==> src/rtl/tpu_rsqrt_iter_unit.sv <==
// tpu_rsqrt_iter_unit
//   Iterative reciprocal square root / square root of an unsigned fixed-point
//   operand. The operand is normalised by an even left shift into [0.25, 1),
//   seeded from an elaboration-time LUT, refined with Newton-Raphson steps,
//   optionally multiplied by m (sqrt), then rescaled and rounded.
// Ports:
//   clk, rst_n             clock, asynchronous active-low reset
//   flush                  synchronous abort of the in-flight op
//   in_valid/in_ready      request handshake: in_data, in_op (0 rsqrt, 1 sqrt),
//                          in_iters (NR steps, clamped to MAX_ITERS), in_tag
//   out_valid/out_ready    result handshake: out_data, out_tag, out_sat, out_zero
//   busy                   unit not idle
//   ops_count, sat_count   completed / saturated result handshakes (wrap)
module tpu_rsqrt_iter_unit #(
  parameter int IN_WIDTH  = 16,
  parameter int IN_FRAC   = 8,
  parameter int OUT_WIDTH = 16,
  parameter int OUT_FRAC  = 11,
  parameter int LUT_BITS  = 6,
  parameter int MAX_ITERS = 3,
  parameter int TAG_WIDTH = 4
) (
  input  logic                           clk,
  input  logic                           rst_n,
  input  logic                           flush,
  input  logic                           in_valid,
  output logic                           in_ready,
  input  logic [IN_WIDTH-1:0]            in_data,
  input  logic                           in_op,
  input  logic [$clog2(MAX_ITERS+1)-1:0] in_iters,
  input  logic [TAG_WIDTH-1:0]           in_tag,
  output logic                           out_valid,
  input  logic                           out_ready,
  output logic [OUT_WIDTH-1:0]           out_data,
  output logic [TAG_WIDTH-1:0]           out_tag,
  output logic                           out_sat,
  output logic                           out_zero,
  output logic                           busy,
  output logic [31:0]                    ops_count,
  output logic [31:0]                    sat_count
);
  localparam int IT_W = $clog2(MAX_ITERS+1);
  localparam int FB   = OUT_WIDTH + 2;          // fraction bits of r
  localparam int RW   = FB + 4;                 // integer headroom so r^2 near 4 cannot wrap
  localparam int NLUT = 1 << LUT_BITS;
  localparam int SW   = $clog2(IN_WIDTH + 1);
  localparam int WIDE = RW + IN_WIDTH + OUT_WIDTH;
  localparam logic [RW-1:0]        THREE  = RW'(3) << FB;
  localparam logic signed [15:0]   K_BASE = 16'(OUT_FRAC - FB);

  typedef enum logic [3:0] {
    S_IDLE, S_NORM, S_LUT, S_ITER_A, S_ITER_B, S_ITER_C, S_SQMUL, S_DENORM, S_DONE
  } state_t;

  // floor(sqrt(n)) by the digit-by-digit method
  function automatic logic [63:0] isqrt64(input logic [63:0] n);
    logic [63:0] v, res, bitv;
    v = n; res = '0; bitv = 64'h1 << 62;
    for (int k = 0; k < 32; k++) begin
      if (v >= res + bitv) begin
        v   = v - (res + bitv);
        res = (res >> 1) + bitv;
      end else begin
        res = res >> 1;
      end
      bitv = bitv >> 2;
    end
    return res;
  endfunction

  // seed[i] = round(2^FB / sqrt((i + 0.5) / 2^LUT_BITS))
  //         = round(sqrt(2^(2FB+LUT_BITS+1) / (2i+1))), rounded via floor(sqrt(4n))
  function automatic logic [NLUT*RW-1:0] build_seeds();
    logic [NLUT*RW-1:0] tbl;
    logic [63:0]        num, val;
    tbl = '0;
    for (int i = 0; i < NLUT; i++) begin
      num = (64'd1 << (2*FB + LUT_BITS + 1)) / 64'(2*i + 1);
      val = (isqrt64(num << 2) + 64'd1) >> 1;
      if (val >= (64'd1 << RW)) val = (64'd1 << RW) - 64'd1;
      tbl[i*RW +: RW] = val[RW-1:0];
    end
    return tbl;
  endfunction

  localparam logic [NLUT*RW-1:0] SEED_TBL = build_seeds();

  function automatic logic [SW-1:0] lzc(input logic [IN_WIDTH-1:0] v);
    logic [SW-1:0] c;
    logic          found;
    c = '0; found = 1'b0;
    for (int b = IN_WIDTH-1; b >= 0; b--) begin
      if (!found) begin
        if (v[b]) found = 1'b1;
        else      c = c + 1'b1;
      end
    end
    return c;
  endfunction

  state_t                 state_q, state_d;
  logic [IT_W-1:0]        iters_q, iters_d, left_q, left_d;
  logic                   op_q, op_d;
  logic [OUT_WIDTH-1:0]   out_data_q, out_data_d;
  logic [TAG_WIDTH-1:0]   out_tag_q, out_tag_d;
  logic                   out_sat_q, out_sat_d, out_zero_q, out_zero_d;
  logic [31:0]            ops_count_q, ops_count_d, sat_count_q, sat_count_d;

  logic [IN_WIDTH-1:0]    x_q, x_d, m_q, m_d;
  logic [TAG_WIDTH-1:0]   tag_q, tag_d;
  logic [RW-1:0]          r_q, r_d, t_q, t_d;
  logic signed [7:0]      half_e_q, half_e_d;

  logic                   accept, out_hs;
  logic [SW-1:0]          lz, s_norm;
  logic [2*RW-1:0]        prod_rr, prod_rt;
  logic [IN_WIDTH+RW-1:0] prod_mt, prod_mr;
  logic [RW-1:0]          sq_r, mr2, t_new, r_new, r_sq;
  logic signed [15:0]     hx, shift_k;
  logic [15:0]            rsh;
  logic [WIDE-1:0]        wide_r, scaled;
  logic                   den_sat;
  logic [OUT_WIDTH-1:0]   den_data;
  state_t                 post_iter;

  always_comb begin
    in_ready = rst_n && !flush &&
               (state_q == S_IDLE || (state_q == S_DONE && out_ready));
    accept   = in_valid && in_ready;
    out_hs   = (state_q == S_DONE) && out_ready && !flush;

    lz       = lzc(x_q);
    s_norm   = lz & ~SW'(1);

    // Newton-Raphson datapath; every product truncated back to Q.FB
    prod_rr  = (2*RW)'(r_q) * (2*RW)'(r_q);
    sq_r     = RW'(prod_rr >> FB);
    prod_mt  = (IN_WIDTH+RW)'(m_q) * (IN_WIDTH+RW)'(t_q);
    mr2      = RW'(prod_mt >> IN_WIDTH);
    t_new    = (mr2 > THREE) ? '0 : THREE - mr2;
    prod_rt  = (2*RW)'(r_q) * (2*RW)'(t_q);
    r_new    = RW'(prod_rt >> (FB + 1));
    prod_mr  = (IN_WIDTH+RW)'(m_q) * (IN_WIDTH+RW)'(r_q);
    r_sq     = RW'(prod_mr >> IN_WIDTH);

    // Output scale: 2^(OUT_FRAC-FB) times 2^(+half_e) for sqrt, 2^(-half_e) for rsqrt
    hx       = {{8{half_e_q[7]}}, half_e_q};
    shift_k  = K_BASE + (op_q ? hx : -hx);
    rsh      = 16'(-shift_k);
    wide_r   = WIDE'(r_q);
    if (!shift_k[15]) scaled = wide_r << shift_k;
    else              scaled = (wide_r + (WIDE'(1) << (rsh - 16'd1))) >> rsh;
    den_sat  = |(scaled >> OUT_WIDTH);
    den_data = den_sat ? '1 : OUT_WIDTH'(scaled);

    post_iter = op_q ? S_SQMUL : S_DENORM;

    state_d = state_q;   iters_d = iters_q;   left_d = left_q;   op_d = op_q;
    out_data_d = out_data_q; out_tag_d = out_tag_q;
    out_sat_d  = out_sat_q;  out_zero_d = out_zero_q;
    x_d = x_q; m_d = m_q; tag_d = tag_q; r_d = r_q; t_d = t_q; half_e_d = half_e_q;
    ops_count_d = ops_count_q + (out_hs ? 32'd1 : 32'd0);
    sat_count_d = sat_count_q + ((out_hs && out_sat_q) ? 32'd1 : 32'd0);

    case (state_q)
      S_IDLE:   if (accept) state_d = S_NORM;
      S_NORM: begin
        if (x_q == '0) begin
          out_data_d = op_q ? '0 : '1;
          out_tag_d  = tag_q;
          out_sat_d  = 1'b0;
          out_zero_d = 1'b1;
          state_d    = S_DONE;
        end else begin
          m_d      = x_q << s_norm;
          half_e_d = 8'((IN_WIDTH - IN_FRAC) / 2) - 8'(s_norm >> 1);
          state_d  = S_LUT;
        end
      end
      S_LUT: begin
        r_d     = SEED_TBL[m_q[IN_WIDTH-1 -: LUT_BITS] * RW +: RW];
        left_d  = iters_q;
        state_d = (iters_q == '0) ? post_iter : S_ITER_A;
      end
      S_ITER_A: begin t_d = sq_r;  state_d = S_ITER_B; end
      S_ITER_B: begin t_d = t_new; state_d = S_ITER_C; end
      S_ITER_C: begin
        r_d     = r_new;
        left_d  = left_q - 1'b1;
        state_d = (left_q == IT_W'(1)) ? post_iter : S_ITER_A;
      end
      S_SQMUL:  begin r_d = r_sq; state_d = S_DENORM; end
      S_DENORM: begin
        out_data_d = den_data;
        out_tag_d  = tag_q;
        out_sat_d  = den_sat;
        out_zero_d = 1'b0;
        state_d    = S_DONE;
      end
      S_DONE:   if (out_ready) state_d = accept ? S_NORM : S_IDLE;
      default:  state_d = S_IDLE;
    endcase

    if (accept) begin
      x_d     = in_data;
      op_d    = in_op;
      tag_d   = in_tag;
      iters_d = ({1'b0, in_iters} > (IT_W+1)'(MAX_ITERS)) ? IT_W'(MAX_ITERS) : in_iters;
    end

    if (flush) state_d = S_IDLE;
  end

  // ---- control and output registers ----
  always_ff @(posedge clk or negedge rst_n) begin
    if (!rst_n) begin
      state_q     <= S_IDLE;
      iters_q     <= '0;
      left_q      <= '0;
      op_q        <= 1'b0;
      out_data_q  <= '0;
      out_tag_q   <= '0;
      out_sat_q   <= 1'b0;
      out_zero_q  <= 1'b0;
      ops_count_q <= '0;
      sat_count_q <= '0;
    end else begin
      state_q     <= state_d;
      iters_q     <= iters_d;
      left_q      <= left_d;
      op_q        <= op_d;
      out_data_q  <= out_data_d;
      out_tag_q   <= out_tag_d;
      out_sat_q   <= out_sat_d;
      out_zero_q  <= out_zero_d;
      ops_count_q <= ops_count_d;
      sat_count_q <= sat_count_d;
    end
  end

  // ---- datapath registers ----
  always_ff @(posedge clk) begin
    x_q      <= x_d;
    m_q      <= m_d;
    tag_q    <= tag_d;
    r_q      <= r_d;
    t_q      <= t_d;
    half_e_q <= half_e_d;
  end

  assign out_valid = (state_q == S_DONE);
  assign busy      = (state_q != S_IDLE);
  assign out_data  = out_data_q;
  assign out_tag   = out_tag_q;
  assign out_sat   = out_sat_q;
  assign out_zero  = out_zero_q;
  assign ops_count = ops_count_q;
  assign sat_count = sat_count_q;
endmodule

==> config.mk <==
export PLATFORM = sky130hd
export DESIGN_NAME = tpu_rsqrt_iter_unit
export DESIGN_NICKNAME = d
export VERILOG_FILES = /design/src/rtl/tpu_rsqrt_iter_unit.sv
export SDC_FILE = /design/constraint.sdc
export NUM_CORES = 2
export LEC_CHECK = 0
export CAP_MARGIN = 20
export CORE_MARGIN = 3
export CORE_UTILIZATION = 50
export DETAILED_ROUTE_END_ITERATION = 10
export PLACE_DENSITY = 0.77
export SLEW_MARGIN = 20
export SYNTH_ARGS = -nofsm -noshare
export SYNTH_HDL_FRONTEND = slang
export SYNTH_SLANG_ARGS = --single-unit
==> constraint.sdc <==
create_clock -name clk -period 10.6 [get_ports clk]
set_clock_uncertainty 0.05 [all_clocks]
set_input_delay 1.06 -clock clk [delete_from_list [all_inputs] [get_ports clk]]
set_output_delay 1.06 -clock clk [all_outputs]
set_load 0.01 [all_outputs]
; ---- Word level (Yosys, flattened, before mapping)
; Cells that the tools add are included.
; W data, S select, Z words.
[totals]
reg_bits = 180
inputBits = 28
word_cells = 172
[classes]
n_addsub = 25
n_mul = 5
n_lt_le_gt_ge = 1
n_eq_ne = 12
n_shift = 5
n_mux = 87
bitwise_logic = 1
reduce_logical = 20
[op_table]
columns = op, n
row1 = $shiftx A1408 B12 Y22 const A, 1
row2 = $mux W5, 30
row3 = $mul A16 B22 Y38, 2
row4 = $add A5 B1 Y5 const B, 15
row5 = $pmux W22 S3, 1
row6 = $add A32 B1 Y32, 2
row7 = $mux W16, 4
row8 = $add A22 B54 Y54, 1
row9 = $mux W54, 1
row10 = $shl A1 B16 Y54 const A, 1
row11 = $shl A22 B16 Y54, 1
row12 = $shr A54 B16 Y54, 1
row13 = $pmux W22 S2, 1
row14 = $mul A22 B22 Y41, 1
row15 = $mul A22 B22 Y40, 1
row16 = $reduce_or A38 Y1, 1
row17 = $mux W1, 36
row18 = $pmux W4 S9, 1
row19 = $pmux W16 S2, 1
row20 = $gt A22 B20 Y1 const B, 1
row21 = $mux W22, 1
row22 = $sub A20 B22 Y22 const A, 1
row23 = $mux W4, 5
row24 = $add A4 B16 Y16 const A, 1
row25 = 30 further kinds, 45

; ---- Depth between registers and ports, before layout
[logic_depth]
word_depth = 47
mapped_depth = 55
ltp_nobuf = 54

; ---- Least setup slack after synthesis
; No wires, ideal clock.
[synth_path]
path_kind = flip-flop to flip-flop
from = reg x_q[15]
to = reg half_e_q[2] (data pin)
setup_time_ps = 258
arrival_ps = 9785
required_ps = 10292
slack_ps = 508
path_stages_with_launch = 54
n_path_buf = 1
period_less_slack_ps = 10092
path_cell_list = edfxtp_1 -> nor2_1 -> ha_1 -> o21ai_0 -> inv_1 -> ha_1 -> mux2_2 -> o21ai_0 -> inv_1 -> ha_1 -> a21oi_1 -> inv_1 -> ha_1 -> mux2i_1 -> mux2_2 -> inv_1 -> ha_1 -> a21oi_1 -> [... 18 more ...] -> o21ai_0 -> mux2_2 -> ha_1 -> mux2_2 -> ha_1 -> mux2i_1 -> nand2_1 -> o21ai_1 -> inv_1 -> ha_1 -> nor2b_1 -> xnor2_1 -> nor2_1 -> xnor2_1 -> inv_1 -> clkbuf_1 -> ha_1 -> xnor2_1
[synth_between]
elab_chain_cells = 47
[synth_rtl]
columns = item, line
row1 = "start, declared", 109  ; logic [IN_WIDTH-1:0] x_q, x_d, m_q, m_d;
row2 = "start signal, assigned", 243  ; x_q <= x_d;
row3 = $mux W1, 94  ; if (v[b]) found = 1'b1;
row4 = $add A5 B1 Y5, 95  ; else c = c + 1'b1;
row5 = $mux W5, 94
row6 = $mux W5, 93  ; if (!found) begin
row7 = $add A5 B1 Y5, 95
row8 = $mux W5, 94
row9 = $mux W5, 93
row10 = $add A5 B1 Y5, 95
row11 = [... 31 more ...], -
row12 = $mux W5, 93
row13 = $add A5 B1 Y5, 95
row14 = $mux W5, 94
row15 = $mux W5, 93
row16 = $add A5 B1 Y5, 95
row17 = $mux W5, 94
row18 = $mux W5 (*), 93
row19 = $sub A3 B4 Y5 (*), 176  ; half_e_d = 8'((IN_WIDTH - IN_FRAC) / 2) - 8'(s_norm >> 1);
row20 = "end signal, assigned", 248  ; half_e_q <= half_e_d;
row21 = "end, declared", 112  ; logic signed [7:0] half_e_q, half_e_d;
; Every way passes the cells marked *; elsewhere a longest branch is shown, timed or not.
; A chain may end at the register's enable or synchronous reset.

; ---- Final worst setup path
[layout_path]
from = reg x_q[14]
to = reg half_e_q[2] (data pin)
[layout_between]
elab_chain_cells = 45
[layout_rtl]
columns = item, line
row1 = $mux W5, 94
row2 = $mux W5, 93
row3 = $add A5 B1 Y5, 95
row4 = $mux W5, 94
row5 = $mux W5, 93
row6 = $add A5 B1 Y5, 95
row7 = $mux W5, 94
row8 = $mux W5, 93
row9 = [... 29 more ...], -
row10 = $mux W5, 93
row11 = $add A5 B1 Y5, 95
row12 = $mux W5, 94
row13 = $mux W5, 93
row14 = $add A5 B1 Y5, 95
row15 = $mux W5, 94
row16 = $mux W5 (*), 93
row17 = $sub A3 B4 Y5 (*), 176
; Marked as above.

==> metrics <==
Worst path max stage delay=0.41 ns; sequential share of the synthesized area=0.0757; Synth Area in Compound Gates=0.0816; DIE AREA=135000 um^2; Hold Buf Count CTS=0; Post-Syn Area per Cell=8.68 um^2; Distinct cells, synth=104; TritonCTS clock tree=yes; Synth Area in Adders=0.504; simple-gate share of the synthesized area=0.169; worst-path maximum fanout=4; synthesis-stage register bit count=180; antenna-violating nets left=0; fillcell total=11351; WL/cell=19.5 um; Post-synth ARST share=0.528; Post-Synth XOR/XNOR Area=0.0360; status=completed; Max-Cap Viols=0; vias in the first global route=55090; Hold Path Stages=1; clock-pin slew on the worst setup and hold paths=0.08 ns; CP Data Required Time=10.76 ns; clk root buf=clkbuf_16; Sw Share=0.534; Hold Path End=ops_count[31]; Area Overhead vs Synth=5.89%; total gr overflow=0; period utilisation layout=0.933; register area=4930 um^2; Power Density=137 nW/um^2; maximum vdd drop=0.347 mV; Post-Syn Area=65100 um^2; worst hold path type=flop to flop; nets=9257; Rel. slew slack=0.193; mux contribution to synthesized area=0.0221; vias=52189; NetSw=5.03 mW; Die Y=367 um; Startpoint Class=flop; Post-synth EDFFs=85; main combinational cell family by area after synthesis=adder cells; initial antenna violation count=6; gr usage total=0.271; CTS H-tree depth=4; Final Max Tran Viols=0; Finished Layout Cells=9130; fmax=101 MHz; first-pass GRT wire length=293000 um; area of the multi-input gates=53100 um^2; dpl cells=9092; Num Clock Sinks=180; ys flop type=dfrtp_1; Clock Path Buffers=2; hold path startpoint=ops_count[31]; drt first-iter violations=4363; DR vias/cell=5.72; worst flop-to-flop path endpoint=half_e_q[2]; worst slack, placed=0.229 ns; DRC viols=0; Post-Syn Nets=9377; Clock power frac=0.074; minimum clock period=9.89 ns; # IOs=117; most frequent CP cell=ha_1; Crit. End Element=flop; leakage power=34.0 nW; Comb power frac=0.836; HPWL after DPL=140000 um; Num CTS Buffers=17; Post-Syn Instances=7504; PortBufs=116; 1st-pass router iterations=6; worst-skew pair later-pin latency=0.52 ns; Yosys warning count=0; Die X=367 um; Reg-to-Reg Start=x_q[14]; slowest CP cell=edfxtp_1; RePlAce Congestion=0.958; total wire length=178000 um; Initial Utilization=0.507; r2r worst-path depth=54; P_int=4.40 mW; WP data arrival=10.05 ns; setup violators final=0; core area=129000 um^2; Seq pwr share=0.090; Slew @ Worst Pin=1.20 ns; PnR worst setup slack=0.715 ns; Final Hold Fails=0; layout cells sized above 1=0.0454; Std-Cell Rows=131; Crit Path Class=flop to flop; R2R Setup Slk=0.71 ns; largest net degree at the start of global routing=124
==> cells in the final DEF (no fill, tap or decap), drive strengths merged, types with 95 or more instances in the layout <==
master	count
nand2	1206
fa	1293
xnor2	166
buf	179
inv	1493
nor2	281
nand3	99
clkdlybuf4s50	115
ha	552
o21ai	177
a21oi	224
and2	440
dfrtp	95
==> worst max-delay path by stage <==
| stage | start | to | slack (ns) | cells after the start |
|---|---|---|---|---|
| floorplan | x_q[15] | half_e_q[2] | 0.51 | 53 |
| global placement | x_q[14] | half_e_q[4] | 0.09 | 52 |
| detailed placement | x_q[14] | half_e_q[4] | 0.23 | 52 |
| CTS | x_q[14] | half_e_q[4] | 0.17 | 52 |
| global route | x_q[14] | half_e_q[2] | -0.005 | 54 |
| finish | x_q[14] | half_e_q[2] | 0.71 | 54 |
==> power by group through the flow <==
stage                     clock network, mW  registers (mW)  logic [mW]
final                                 0.697           0.849        7.88
after global routing                  0.735           0.851        8.79
after CTS                             0.713           0.848        7.72
after detailed placement                  0           0.862        7.66
after global placement                    0           0.862        7.41
after floorplan                           0           0.839        5.93
==> what timing repair did <==
action / in CTS / in global routing
gates resized for setup: 0 / 19
buffers inserted: 0 / 2
endpoints found under the setup margin: 0 / 20
==> registers in the layout, indices dropped and copies added (netlist names), 5 cells and up <==
name       cells
t_q           22
ops_count     32
x_q           16
sat_count     32
m_q           16
r_q           22
out_data      16
half_e_q       5
==> Yosys cell counts (all sizes together) (17+ instances only) <==
master	n	area, um^2
a211oi	48	370
a21o	62	465
a21oi	224	1120
a22oi	26	195
a31oi	34	213
and2	440	2750
and3	46	288
and4	17	149
buf	46	206
clkbuf	387	1450
dfrtp	95	2380
edfxtp	85	2550
fa	1293	25900
ha	552	6910
inv	1483	5570
mux2	30	338
mux2i	72	721
mux4	17	383
nand2	1206	4530
nand2b	29	181
nand3	99	500
nand4	30	188
nor2	281	1060
nor2b	45	282
nor3	67	362
nor4	24	171
o211ai	40	300
o21a	24	180
o21ai	177	886
o22ai	28	175
or3	24	160
xnor2	166	1460
xor2	85	744
==> metrics by stage <==
step	TNS, ns	util	hold slack [ns]	area (um^2)	total power [mW]
2_1_floorplan	0	-	0.404	65100	6.76
3_3_place_gp	0	0.531	0.405	68200	8.27
3_5_place_dp	0	0.531	0.408	68200	8.52
4_1_cts	0	0.536	0.424	68800	9.28
5_1_grt	-0.00800	0.537	0.455	69000	10.4
6_report	0	0.537	0.419	69000	9.43
==> critical path, delay by kind of cell (launching register included) <==
kind,cells,cell delay (ns)
buffers and inverters,10,0.81
DFF,1,0.41
muxes,11,2.25
xor gates and xnor gates,3,0.48
AOI/OAI and AO/OA,8,0.99
and+or+nand+nor,7,0.58
adders and majority gates,15,4.03
==> cell families after synthesis <==
family,count (synthesis)
AOI/OAI and AO/OA,819
xor gates and xnor gates,257
adders and majority gates,1849
buffers and inverters,1925
DFF,180
muxes,119
and+or+nand+nor,2355
==> routing by layer <==
| layer | vias up | GRT usage | part of all wire |
|---|---|---|---|
| met1 | 26376 | 0.360 | 0.39 |
| li1 | 22968 | - | - |
| met4 | 2 | 0.115 | 0.050 |
| met3 | 437 | 0.0437 | 0.091 |
| met5 | - | 0 | 0.000084 |
| met2 | 2406 | 0.442 | 0.47 |
==> area by class of cell <==
cell class                      count  share of cell area
Antenna cell                        4            0.000145
Tap cell                         1729              0.0314
Inverter                         1492              0.0812
Clock buffer                       18             0.00637
Sequential cell                   180              0.0715
Clock inverter                     14             0.00249
Timing Repair Buffer              294              0.0374
Multi-Input combinational cell   5399               0.770
Note: power is estimated with default switching activity, not from simulation.
